File: src/rtl/down_cnt16.sv
// down_cnt16: loadable down counter with wrap (free-running) and one-shot modes.
// All state changes on the falling edge of ck; reset is synchronous and active-high.
module down_cnt16 #(
  parameter int WIDTH = 4
) (
  input  logic             ck,
  input  logic             res,
  input  logic             ld,
  input  logic [WIDTH-1:0] d,
  input  logic             mode,
  input  logic             en,
  output logic [WIDTH-1:0] q,
  output logic             busy,
  output logic             bo,
  output logic             done
);

  typedef enum logic [1:0] {
    IDLE = 2'd0,
    RUN  = 2'd1,
    HALT = 2'd2
  } state_t;

  localparam logic [WIDTH-1:0] ALL_ONES = {WIDTH{1'b1}};
  localparam logic [WIDTH-1:0] ONE      = {{(WIDTH-1){1'b0}}, 1'b1};
  localparam logic [WIDTH-1:0] ZERO     = {WIDTH{1'b0}};

  state_t           state_q, state_d;
  logic [WIDTH-1:0] q_q, q_d;
  logic             mode_q, mode_d;
  logic             busy_q, busy_d;
  logic             bo_q, bo_d;
  logic             done_q, done_d;

  // Next-state and next-output logic: a load beats counting, and counting only happens in RUN.
  always_comb begin
    state_d = state_q;
    q_d     = q_q;
    mode_d  = mode_q;
    bo_d    = 1'b0;
    done_d  = 1'b0;

    if (ld) begin
      q_d    = d;
      mode_d = mode;
      if (mode && (d == ZERO)) begin
        state_d = HALT;
        done_d  = 1'b1;
      end else begin
        state_d = RUN;
      end
    end else if ((state_q == RUN) && en) begin
      if (q_q == ZERO) begin
        if (!mode_q) begin
          q_d  = ALL_ONES;
          bo_d = 1'b1;
        end else begin
          // A one-shot run never reaches zero while still in RUN; park safely if it does.
          state_d = HALT;
        end
      end else if (mode_q && (q_q == ONE)) begin
        q_d     = ZERO;
        done_d  = 1'b1;
        state_d = HALT;
      end else begin
        q_d = q_q - ONE;
      end
    end

    busy_d = (state_d == RUN);
  end

  // State and output registers, updated on the falling edge; reset overrides load and enable.
  always_ff @(negedge ck) begin
    if (res) begin
      state_q <= IDLE;
      q_q     <= ZERO;
      mode_q  <= 1'b0;
      busy_q  <= 1'b0;
      bo_q    <= 1'b0;
      done_q  <= 1'b0;
    end else begin
      state_q <= state_d;
      q_q     <= q_d;
      mode_q  <= mode_d;
      busy_q  <= busy_d;
      bo_q    <= bo_d;
      done_q  <= done_d;
    end
  end

  assign q    = q_q;
  assign busy = busy_q;
  assign bo   = bo_q;
  assign done = done_q;

endmodule

File: config.mk
export PLATFORM = sky130hd
export DESIGN_NAME = down_cnt16
export DESIGN_NICKNAME = d
export VERILOG_FILES = /design/src/rtl/down_cnt16.sv
export SDC_FILE = /design/constraint.sdc
export NUM_CORES = 1
export LEC_CHECK = 0
export ABC_AREA = 1
export CORE_AREA = 2 2 42 44
export DETAILED_ROUTE_END_ITERATION = 8
export DIE_AREA = 0 0 44 46
export PLACE_DENSITY_LB_ADDON = 0.12
export SYNTH_ARGS = -nofsm -noshare
export SYNTH_HDL_FRONTEND = slang
export SYNTH_SLANG_ARGS = --single-unit
File: constraint.sdc
create_clock -name ck -period 1.36 [get_ports ck]
set_clock_uncertainty 0.1 [all_clocks]
set_input_delay 0.272 -clock ck [delete_from_list [all_inputs] [get_ports ck]]
set_output_delay 0.272 -clock ck [all_outputs]
set_load 0.05 [all_outputs]
* Word level (Yosys, flattened, before mapping)
Cells that the tools add are included. W data, S select, Z words.
Word-level totals: bits in registers 10, output and inout bits 7
Cells by class: $add $sub $neg 1, equal/unequal tests 4, muxes and demuxes 17, bitwise operators 2, reductions and logical operators 8
Operators with widths (number):
- $mux W4 | 5
- $mux W2 | 6
- $logic_not A4 Y1 | 2
- $mux W1 | 6
- $eq A2 B1 Y1 const B | 2
- $eq A4 B1 Y1 const B | 1
- $reduce_or A4 Y1 | 1
- $sub A4 B1 Y4 const B | 1
- $logic_and A1 B1 Y1 | 3
- $ne A3 B3 Y1 const B | 1
- $not A1 Y1 | 2
- $reduce_and A2 Y1 | 1
- $reduce_bool A2 Y1 | 1

* Depth between registers and ports, before layout
depth after elaboration 7, mapped depth 11, mapped depth without buffers 11

==> results.tsv <==
stage	metric	value	unit
routing	Avg WL per Cell	14.78	um
timing	Least-Margin Pin Slew	0.2270	ns
setup_path	Worst Setup End Kind	primary output	
routing	Max Used Layer	met4	
logic_synthesis	Synth Warn #	0	
logic_synthesis	Post-Synth Adder-Cell Area	0.06316	
logic_synthesis	Synth cell types	19	
place	Placer Congestion	0.7945	
hold_path	HP Class	flip-flop to flip-flop	
timing	WHS	0.4648	ns
routing	initial drt markers	25	
final_layout	Layout Area Growth over Synthesis	114.3	%
final_layout	Util after Layout	0.7891	
logic_synthesis	Synth top area share	0.3368	
floorplanning	Chip Height	46	um
run	Max-Cap Viols	0	
routing	DR vias	797	
logic_synthesis	Synth Area in Compound Gates	0.1263	
grt	vias in the first global route	726	
clock_tree	Num Clock Sinks	10	
floorplanning	Die ar.	0.002024	mm2
clock_tree	worst-skew pair later-pin latency	0.35	ns
clock_tree	CTS Buf Count	3	
logic_synthesis	Post-Synth XOR/XNOR Area	0	
place	pre-CTS setup slack	-0.9140	ns
place	dpl hpwl	1177	um
floorplanning	Core Rows	15	
logic_synthesis	Cell Area, Synth	594.3	um2
timing	setup tns final	-5.013	ns
logic_synthesis	Seq/Total Area, Yosys	0.3368	
routing	DR vias/cell	5.243	
logic_synthesis	main combinational cell family by area after synthesis	simple AND/OR/NAND/NOR gates	
logic_synthesis	average size of a mapped cell	6.604	um2
clock_tree	CTS tree	yes	
hold_path	hold_sp	mode_q	
logic_synthesis	multiplexer area fraction after synthesis	0	
setup_path	Crit path largest cell delay	0.34	ns
grt	overall routing resource usage	0.1982	
routing	ANT nets after route	0	
final_layout	diodes inserted	0	
floorplanning	I/O pin cnt	16	
setup_path	family with the most delay on the worst path	flip-flops	
routing	DRT Pass-1 Iters	4	
setup_path	CP arrival	1.52	ns
timing	RSZ-0062 raised after global routing	true	
timing	Slew Limit Fails	0	
logic_synthesis	synth top area cells	dfxtp_1, nand2_1, nor2_1	
setup_path	slowest library cell on the worst path	dfxtp_4	
pwr	Leak Pwr	0.5818	nW
timing	number of setup violations in the final report	16	
floorplanning	Core Region	0.001614	mm2
setup_path	Setup crit start	q[1]	
routing	met2 WL	1093	um
clock_tree	Clk pin slew, worst setup/hold paths	0.05	ns
pwr	VDD IR max	0.0008024	V
setup_path	Crit path buffers/inverters	1	
setup_path	reg2reg start	q[1]	
setup_path	Max Fanout on Critical Path	2	
timing	Slew HR	0.8473	
timing	Final Worst Setup Slack	-0.5318	ns
clock_tree	htree depth	1	
final_layout	fraction of layout cells with a size suffix above 1	0.6296	
routing	WL met1	845	um
routing	Routed WL	2246	um
place	port bufs	15	
setup_path	CP required	0.99	ns
logic_synthesis	simple-gate share of the synthesized area	0.3916	
logic_synthesis	syn nets	102	
routing	DRC viols	0	
grt	largest net degree at the start of global routing	9	
grt	first-pass GRT wire length	2884	um
routing	DR WL met3	188	um
clock_tree	CTS root buf	clkbuf_4	
outcome	outcome	finished with violations	
logic_synthesis	synthesized instance count	90	
setup_path	Crit Path Class	flip-flop to primary output	
setup_path	startpoint types	flip-flop	
clock_tree	CTS Buffer Depth	2	
timing	Final Hold Fails	0	
outcome	failing checks	negative setup slack	
setup_path	crit-path cells	buf_12	
grt	grt ovf	0	
pwr	PD cells	918.1	mW/mm2
final_layout	# nets final	148	
floorplanning	Initial Utilization	0.3682	
logic_synthesis	Yosys reg bits	10	
grt	initial antenna violation count	0	
floorplanning	Die X	44	um
logic_synthesis	Yosys top cell by area	dfxtp_1	
area by class of cell:
class                   count  area, um2
flip-flops and latches     10      224.0
multi-input cells          67      535.5
fillers                    99      340.3
clock buffers               3      22.52
inverters                  11      58.81
well taps                  17      21.27
repair buffers             33      369.1
clock inverters            11      42.54
Yosys cell counts:
cell type   n
inv_2       1
or2_1       1
clkbuf_1    1
o21ai_0     4
nand3_2     1
a21oi_2     2
nor2_1     13
nor3_1      1
nor4_1      1
ha_1        3
a21boi_0    1
inv_1      11
nor2_4      1
nand2_4     1
a21oi_1     6
nand2_2     2
nand3_1     7
dfxtp_1    10
nand2_1    23
flip-flops by register name, summed over array words and instances (netlist names):
| name | flops |
|---|---|
| q | 4 |
| done | 1 |
| busy | 1 |
| bo | 1 |
| mode_q | 1 |
| state_q | 2 |
layout by cell type, fill, tap and decap left out, drive strengths merged:
master / n
dlygate4sd2: 1
ha: 3
nand3: 8
or2: 1
o21ai: 4
buf: 29
clkdlybuf4s15: 3
a21oi: 8
nor4: 1
dfxtp: 10
nand2: 26
clkbuf: 3
a21boi: 1
nor2: 14
inv: 21
clkinvlp: 1
nor3: 1
through the flow:
stage | cell area [um2] | std cells | power, mW
final | 1274 | 152 | 1.169
after global routing | 1274 | 152 | 1.236
after CTS | 1151 | 151 | 1.085
after detailed placement | 968.4 | 132 | 0.7164
after global placement | 968.4 | 132 | 0.7153
after floorplan | 669.4 | 90 | 0.5605
power breakdown:
part           total [mW]  switching, mW  leakage, nW  internal (mW)
combinational       0.471          0.249        0.428          0.222
clock               0.366          0.220       0.0671          0.146
sequential          0.333         0.0206       0.0867          0.312
total                1.17          0.489        0.582          0.680
path summary, 6_finish.rpt:
| path | cells past startpoint | to | slack (ns) |
|---|---|---|---|
| hold / removal | 1 | bo | 0.46 |
| hold reg to reg | 1 | bo | 0.46 |
| setup / recovery | 1 | q[1] | -0.53 |
| setup reg to reg | 13 | busy | -0.24 |
layer usage:
layer | vias up | track usage
met5 | - | 0
met4 | 0 | 0.07879
met3 | 16 | 0.08730
met2 | 44 | 0.3559
met1 | 362 | 0.2005
li1 | 375 | -
cell families (layout without fill, tap and decap cells):
family                   Yosys count  in the layout
AND/OR/NAND/NOR                   51             51
AO/OA/AOI/OAI                     13             13
buffers and inverters             13             58
flip-flops                        10             10
adder cells (fa/ha/maj)            3              3
timing repair:
item,4_1_cts,5_1_grt
pin swaps,17,19
gates resized for setup,49,36
hold endpoints to repair,0,0
hold buffers,0,0
setup buffers,6,3
endpoints found under the setup margin,17,16
(Power assumes the default switching activity.)
